[src/rtl/bus_grant_pkg.sv]
// Shared state encoding and default timing constants for the bus grant responder.
package bus_grant_pkg;

  typedef enum logic [2:0] {
    ST_IDLE,
    ST_DELAY,
    ST_GRANTED,
    ST_OWNED,
    ST_TIMEOUT,
    ST_HOLDOFF
  } bg_state_e;

  localparam int BG_GRANT_DLY = 1;
  localparam int BG_ACQ_WIN   = 4;
  localparam int BG_MAX_BUSY  = 64;

endpackage

[src/rtl/bg_cycle_cnt.sv]
// Saturating up-counter with synchronous clear, enable and terminal-count compare.
module bg_cycle_cnt
  import bus_grant_pkg::*;
#(
  parameter int W = 4
) (
  input  logic         i_clk,
  input  logic         i_rst_n,
  input  logic         i_clr,
  input  logic         i_en,
  input  logic [W-1:0] i_term,
  output logic [W-1:0] o_cnt,
  output logic         o_tc
);

  logic [W-1:0] r_cnt;

  always_ff @(posedge i_clk or negedge i_rst_n) begin
    if (!i_rst_n)                    r_cnt <= '0;
    else if (i_clr)                  r_cnt <= '0;
    else if (i_en && (r_cnt != '1))  r_cnt <= r_cnt + W'(1);
  end

  assign o_cnt = r_cnt;
  assign o_tc  = (r_cnt == i_term);

endmodule

[src/rtl/bus_grant_responder.sv]
// Responder end of the req/grant/frame handshake: delays the grant, polices the
// acquisition window and the ownership length, and holds off a stuck requester.
module bus_grant_responder
  import bus_grant_pkg::*;
#(
  parameter int GRANT_DLY = BG_GRANT_DLY,
  parameter int ACQ_WIN   = BG_ACQ_WIN,
  parameter int MAX_BUSY  = BG_MAX_BUSY,
  parameter int CNT_W     = $clog2(MAX_BUSY + 1)
) (
  input  logic             i_clk,
  input  logic             i_rst_n,
  input  logic             i_req,
  input  logic             i_frame,
  output logic             o_grant,
  output logic             o_aquired,
  output logic             o_time_out,
  output logic [CNT_W-1:0] o_busy_cnt
);

  localparam int DLY_W = 4;
  localparam int ACQ_W = $clog2(ACQ_WIN + 1);
  // IDLE already spends one edge, so DELAY only needs GRANT_DLY-1 edges.
  localparam logic [DLY_W-1:0] DLY_TERM  = DLY_W'((GRANT_DLY >= 2) ? GRANT_DLY - 2 : 0);
  localparam logic [ACQ_W-1:0] ACQ_TERM  = ACQ_W'(ACQ_WIN - 1);
  localparam logic [CNT_W-1:0] BUSY_TERM = CNT_W'(MAX_BUSY - 1);

  bg_state_e r_state, w_next;

  logic             w_dly_tc, w_acq_tc, w_busy_tc;
  logic             w_acq_en, w_busy_en, w_busy_clr;
  logic [DLY_W-1:0] w_dly_cnt;
  logic [ACQ_W-1:0] w_acq_cnt;
  logic             w_grant, w_aquired, w_time_out;
  logic             r_grant, r_aquired, r_time_out;

  assign w_acq_en   = (r_state == ST_GRANTED) && !i_frame;
  assign w_busy_en  = (r_state == ST_OWNED) && i_frame && !w_busy_tc;
  assign w_busy_clr = (r_state != ST_OWNED) && (w_next == ST_OWNED);

  bg_cycle_cnt #(.W(DLY_W)) u_dly_cnt (
    .i_clk  (i_clk),
    .i_rst_n(i_rst_n),
    .i_clr  (r_state != ST_DELAY),
    .i_en   (r_state == ST_DELAY),
    .i_term (DLY_TERM),
    .o_cnt  (w_dly_cnt),
    .o_tc   (w_dly_tc)
  );

  bg_cycle_cnt #(.W(ACQ_W)) u_acq_cnt (
    .i_clk  (i_clk),
    .i_rst_n(i_rst_n),
    .i_clr  (r_state != ST_GRANTED),
    .i_en   (w_acq_en),
    .i_term (ACQ_TERM),
    .o_cnt  (w_acq_cnt),
    .o_tc   (w_acq_tc)
  );

  // Busy count holds outside OWNED so the last ownership length stays visible.
  bg_cycle_cnt #(.W(CNT_W)) u_busy_cnt (
    .i_clk  (i_clk),
    .i_rst_n(i_rst_n),
    .i_clr  (w_busy_clr),
    .i_en   (w_busy_en),
    .i_term (BUSY_TERM),
    .o_cnt  (o_busy_cnt),
    .o_tc   (w_busy_tc)
  );

  always_ff @(posedge i_clk or negedge i_rst_n) begin
    if (!i_rst_n) r_state <= ST_IDLE;
    else          r_state <= w_next;
  end

  always_comb begin
    w_next = r_state;
    case (r_state)
      ST_IDLE:    if (i_req) w_next = (GRANT_DLY == 1) ? ST_GRANTED : ST_DELAY;
      ST_DELAY: begin
        if (!i_req)        w_next = ST_IDLE;
        else if (w_dly_tc) w_next = ST_GRANTED;
      end
      ST_GRANTED: begin
        if (i_frame)       w_next = ST_OWNED;
        else if (!i_req)   w_next = ST_IDLE;
        else if (w_acq_tc) w_next = ST_TIMEOUT;
      end
      ST_OWNED: begin
        if (!i_frame)       w_next = ST_IDLE;
        else if (w_busy_tc) w_next = ST_TIMEOUT;
      end
      ST_TIMEOUT: w_next = ST_HOLDOFF;
      ST_HOLDOFF: if (!i_req) w_next = ST_IDLE;
      default:    w_next = ST_IDLE;
    endcase
  end

  always_comb begin
    w_grant    = (r_state == ST_GRANTED) || (r_state == ST_OWNED);
    w_aquired  = (r_state == ST_OWNED);
    w_time_out = (r_state == ST_TIMEOUT);
  end

  // Outputs are registered copies of the current state, one cycle behind it.
  always_ff @(posedge i_clk or negedge i_rst_n) begin
    if (!i_rst_n) begin
      r_grant    <= 1'b0;
      r_aquired  <= 1'b0;
      r_time_out <= 1'b0;
    end else begin
      r_grant    <= w_grant;
      r_aquired  <= w_aquired;
      r_time_out <= w_time_out;
    end
  end

  assign o_grant    = r_grant;
  assign o_aquired  = r_aquired;
  assign o_time_out = r_time_out;

endmodule

[config.mk]
export PLATFORM = sky130hd
export DESIGN_NAME = bus_grant_responder
export DESIGN_NICKNAME = d
export VERILOG_FILES = /design/src/rtl/bus_grant_pkg.sv /design/src/rtl/bg_cycle_cnt.sv /design/src/rtl/bus_grant_responder.sv
export SDC_FILE = /design/constraint.sdc
export NUM_CORES = 1
export LEC_CHECK = 0
export ABC_AREA = 0
export CAP_MARGIN = 5
export CORE_ASPECT_RATIO = 1.1
export CORE_MARGIN = 4
export CORE_UTILIZATION = 25
export DETAILED_ROUTE_END_ITERATION = 12
export GPL_TIMING_DRIVEN = 0
export PLACE_DENSITY = 0.47
export SETUP_SLACK_MARGIN = 0.02
export SLEW_MARGIN = 20
export SYNTH_ARGS = -nofsm -noshare
export SYNTH_HDL_FRONTEND = slang
export SYNTH_SLANG_ARGS = --single-unit
[constraint.sdc]
create_clock -name i_clk -period 1.9 [get_ports i_clk]
set_clock_uncertainty 0.15 [all_clocks]
set_input_delay 0.475 -clock i_clk [delete_from_list [all_inputs] [get_ports i_clk]]
set_output_delay 0.475 -clock i_clk [all_outputs]
set_load 0.05 [all_outputs]
After elaboration in Yosys (flattened, before gate mapping) --
Cells that the tools add are included.
Operators by class: equality and inequality tests 14, reductions and logical operators 15, add/sub/neg operators 3, muxes and demuxes 16
Operator list (count):
- $mux W3 | 11
- $pmux W3 S6 | 1
- $mux W7 | 2
- $eq A3 B2 Y1 const B | 4
- $mux W4 | 2
- $add A7 B1 Y7 const B | 1
- $eq A7 B6 Y1 const B | 1
- $logic_and A1 B1 Y1 | 7
- $ne A7 B7 Y1 const B | 1
- $eq A3 B3 Y1 const B | 2
- $ne A3 B2 Y1 const B | 2
- $reduce_bool A2 Y1 | 3
- $add A4 B1 Y4 const B | 1
- $logic_not A4 Y1 | 1
- $ne A4 B4 Y1 const B | 1
- $add A3 B1 Y3 const B | 1
- $eq A3 B1 Y1 const B | 1
- $logic_not A3 Y1 | 1
- $ne A3 B1 Y1 const B | 1
- $ne A3 B3 Y1 const B | 1
- $logic_not A1 Y1 | 2
- $logic_or A1 B1 Y1 | 1
Word-level totals: input port bits 4, word-level logic and storage cells 55, register bits 20, output and inout bits 10

Logic depth before layout (Yosys ltp) --
depth in word-level cells 8, mapped depth 5, gate-level depth less buffers 5

Hierarchy --
Synthesis repeated with hierarchy kept, for this count alone.
Unflattened totals: cells, all modules 130, area, all modules 1291.2 µm²
Modules (own cells, without submodules):
- bg_cycle_cnt (u_busy_cnt) | sequential area each 175.2 µm², cells an instance 52, times used 1, area each 478.0 µm²
- bus_grant_responder | sequential area each 150.1 µm², cells an instance 37, times used 1, area each 369.1 µm²
- bg_cycle_cnt (u_dly_cnt) | sequential area each 100.1 µm², cells an instance 25, times used 1, area each 259.0 µm²
- bg_cycle_cnt (u_acq_cnt) | sequential area each 75.1 µm², cells an instance 16, times used 1, area each 185.2 µm²

Worst setup path before layout --
Ideal clock, no wire load.
path kind register to register, start point reg u_busy_cnt.r_cnt[0], in the netlist u_busy_cnt.o_cnt[0], end point reg r_state[0], stages on the path, launching flop included 6, path buffers 0, data required time 1612 ps, slack -168 ps, arrival time 1779 ps, setup time 138 ps, clock period less this slack 2068 ps, cells stage by stage dfrtp_1 > ha_1 > nand3_2 > nor3_2 > nor2_1 > or4_4
On the way: longest elaborated chain between the ends 4
Ends and longest elaborated chain:
- start, declared | RTL line bg_cycle_cnt.sv:16 | logic [W-1:0] r_cnt;
- start signal, assigned | RTL line bg_cycle_cnt.sv:21 | else if (i_en && (r_cnt != '1)) r_cnt <= r_cnt + W'(1);
- $eq A7 B6 Y1 | RTL line bg_cycle_cnt.sv:25 | assign o_tc = (r_cnt == i_term);
- $mux W3 | RTL line bus_grant_responder.sv:92 | else if (w_busy_tc) w_next = ST_TIMEOUT;
- $mux W3 | RTL line bus_grant_responder.sv:91 | if (!i_frame) w_next = ST_IDLE;
- $pmux W3 S6 | RTL line bus_grant_responder.sv:79 | case (r_state)
- via w_next[0] | RTL line bus_grant_responder.sv:28 | bg_state_e r_state, w_next;
- end signal, assigned | RTL line bus_grant_responder.sv:74 | else r_state <= w_next;
- end, declared | RTL line bus_grant_responder.sv:28
The timed path passes the listed nets, and every way through them passes these cells. A chain may end at the register's enable or synchronous reset.

Worst setup path after layout --
start point reg u_busy_cnt.r_cnt[0], in the netlist u_busy_cnt.o_cnt[0], end point out o_busy_cnt[0]
RTL lines:
- end, declared | RTL line bus_grant_responder.sv:18 | output logic [CNT_W-1:0] o_busy_cnt
No word-level cell between the ends.

==> metrics.md <==
| Metric | Value |
|---|---|
| Die height | `between 70 and 80 um` |
| Seq pwr share | `between 40 and 50%` |
| WHS Path Cells | `1` |
| Gate power share | `between 30% and 40%` |
| Synth-to-layout area growth | `25.3%` |
| Status | `finished, final reports clean` |
| CTS Sinks | `20` |
| RSZ-0062 raised after global routing | `false` |
| Area leader, netlist | `dfrtp_1` |
| Final Setup Violations | `0` |
| # fillers | `~430` |
| Slew Viols, Final | `0` |
| Max incr delay on CP | `between 0.5 and 0.6 ns` |
| Post-CTS resize count | `10` |
| GP Congestion | `0.766` |
| CP max FO | `4` |
| Yosys cell types | `36` |
| Die ar. | `5200 um2` |
| Fin nets | `roughly 130` |
| WP buf/inv | `1` |
| Worst setup margin | `0.0592 ns` |
| Register area share after synthesis | `about 49%` |
| Static Leak | `0.000621 uW` |
| Drt initial violations | `17` |
| Dpl cells | `about 170` |
| Tightest Pin Transition | `0.901 ns` |
| Global route overflow | `0` |
| DR vias/cell | `between 4 and 5` |
| CTS tree | `done` |
| Clk slew on worst S/H paths | `about 0.08 ns` |
| Max Freq | `543 MHz` |
| Number of global-route vias before repair | `766` |
| Final period util | `between 90 and 100%` |
| CP top delay family | `buffers and inverters` |
| Non-Filler Instances | `170` |
| Starting Density | `roughly a quarter` |
| Hold Startpoint | `u_busy_cnt.o_cnt[2]` |
| Layout cells sized above 1 | `about 14%` |
| Setup crit start | `u_busy_cnt.o_cnt[0]` |
| ANT nets after route | `0` |
| Worst EP arrival | `~1.2 ns` |
| CP required | `approximately 1.3 ns` |
| Reg2Reg Setup Slack | `between 0.1 and 0.15 ns` |
| Sw power | `between 500 and 600 uW` |
| Placeable Area | `roughly 4000 um2` |
| Min cycle time layout | `about 1.8 ns` |
| Synth Cell Area | `just over 1000 um2` |
| Power per cell area | `roughly 1100 nW/um2` |
| # Max-Cap Violations | `0` |
| Multi-input logic area | `509 um2` |
| Post-DP HPWL | `between 1.5 and 2 mm` |
| CTS HTree Levels | `1` |
| Synth Warn # | `0` |
| Root Buffer | `clkbuf_8` |
| Hold Path End | `u_busy_cnt.o_cnt[2]` |
| CP endpoint kind | `output pin` |
| VDD IR max | `between 0.0002 and 0.00025 V` |
| First-pass GRT wire length | `between 3 and 4 mm` |
| Worst-skew pair later-pin latency | `around 0.26 ns` |
| Max transition margin | `about two fifths` |
| Post-Syn Instances | `approximately 100` |
| Worst hold path type | `reg -> reg` |
| Cts hold-fix bufs | `0` |
| Die width | `69.1 um` |
| CP Cell Sequence | `dlygate4sd2_1` |
| Setup bufs post-CTS | `0` |
| Largest net degree at the start of global routing | `21` |
| # diodes | `0` |
| Number of buffers added on ports | `13` |
| Worst path slowest cell | `dlygate4sd2_1` |
| CTS Buffer Depth | `2` |
| Rows | `24` |
| Num CTS Buffers | `3` |
| Worst path depth | `1` |
| Clk pwr share | `22.9%` |
| Commonest non-fill, non-tap cell in the layout | `nor2_1` |
| Final wirelength | `~2.0 mm` |
| P_int | `between 900 and 1000 uW` |
| Worst Reg-to-Reg Cells | `5` |
| Via count | `773` |
| Top post-synthesis cells by area | `dfrtp_1, ha_1, nor2_1` |
| Wire per inst | `11.6 um` |
| Final hold violations | `0` |
| GRT Overall Usage | `around 8.4%` |
| Setup CP Type | `reg -> out` |
| FF+latch count, synth | `20` |
| Syn nets | `between 100 and 150` |
| Critical Path Start Type | `flop` |
| Crit Reg-Reg Startpoint | `u_busy_cnt.o_cnt[0]` |
| Initial antenna violation count | `0` |
| Drt drc | `0` |
| Placement Setup Slack | `-0.250 ns` |
| Most frequent cells in the layout | `nor2_1, dfrtp_1, dlygate4sd2_1, nand2_1, ha_1` |
| RR Endpoint | `r_state[0]` |
| Io pins | `14` |
| Flip-flop and latch area | `505 um2` |
| Mean Syn Cell Area | `a little over 10 um2` |
| Top cell type's share of synthesized area | `48.7%` |
| Drt pass-1 iters | `4` |
| Net Sw Frac | `a little under two fifths` |
[stage by stage]
| step | area [um2] | hold slack [ns] | total power [uW] | utilization, % | setup TNS (ns) |
|---|---|---|---|---|---|
| 5_1_grt | 1290 | 0.389 | 1570 | 32.5 | 0 |
| 2_1_floorplan | 1040 | 0.0294 | 999 | - | 0 |
| 6_report | 1290 | 0.349 | 1450 | 32.5 | 0 |
| 3_3_place_gp | 1240 | 0.347 | 1150 | 31.3 | -0.785 |
| 3_5_place_dp | 1240 | 0.353 | 1170 | 31.3 | -0.924 |
| 4_1_cts | 1280 | 0.356 | 1480 | 32.4 | 0 |
[power groups by stage]
| stage | clock network, uW | registers [uW] | logic [uW] |
|---|---|---|---|
| floorplan | 0 | 706 | 292 |
| global placement | 0 | 600 | 547 |
| detailed placement | 0 | 606 | 562 |
| CTS | 345 | 596 | 538 |
| global route | 363 | 609 | 596 |
| finish | 333 | 593 | 529 |
[state kept, by name, summed over array words and instances (netlist names)]
register,count
u_acq_cnt.o_cnt,3
u_dly_cnt.o_cnt,4
o_aquired,1
o_time_out,1
r_state,3
o_grant,1
u_busy_cnt.o_cnt,7
[layout make-up]
type,count,share of cell area (%)
inverter,4,1.17
multi-input combinational,75,39.6
buffer,2,1.26
clock buffer,4,4.28
sequential,20,39.3
timing repair buffer,13,9.43
tap,52,5.05
[cells by family after synthesis]
group	synth area share, %
AO/OA/AOI/OAI	10.6
XOR/XNOR	3.41
adder cells (fa/ha/maj)	7.31
buffers and inverters	3.04
flip-flops	48.7
multiplexers	2.92
AND/OR/NAND/NOR	24.0
[worst max-delay path by stage]
| stage | end | slack, ns |
|---|---|---|
| final | o_busy_cnt[0] | 0.06 |
| after global routing | o_busy_cnt[0] | 0.02 |
| after CTS | u_busy_cnt.o_cnt[5] | 0.03 |
| after detailed placement | u_busy_cnt.o_cnt[5] | -0.25 |
| after global placement | u_busy_cnt.o_cnt[5] | -0.23 |
| after floorplan | r_state[0] | 0.04 |
[synth_stat cells]
cell / instances
mux2i_1: 3
and3_4: 1
nand4b_1: 1
o211a_1: 1
o21ai_1: 2
or4_4: 1
buf_6: 1
nor2_2: 1
a211oi_1: 3
a21boi_1: 1
dfrtp_1: 20
o32ai_1: 1
buf_2: 1
and3_1: 1
and2_1: 2
o21ai_0: 1
ha_1: 6
nand3_1: 4
xnor2_1: 2
and2b_1: 1
or2b_1: 1
a31oi_1: 1
a221o_1: 1
nor3_2: 1
xor2_1: 2
a21oi_1: 1
o211ai_1: 2
and4b_1: 1
a211o_1: 1
nor2b_1: 1
nand2_1: 8
nor3_1: 3
nand3_2: 1
nand2b_1: 1
inv_1: 4
nor2_1: 18
[per-layer routing]
layer | up-vias | routed length, um | GRT usage [%]
met4 | 0 | 65 | 5.86
met2 | 13 | 940 | 13.7
met1 | 372 | 909 | 10.7
met5 | - | 0 | 0
met3 | 5 | 54 | 0.935
li1 | 383 | - | -
Power figures use the tool's default switching activity.
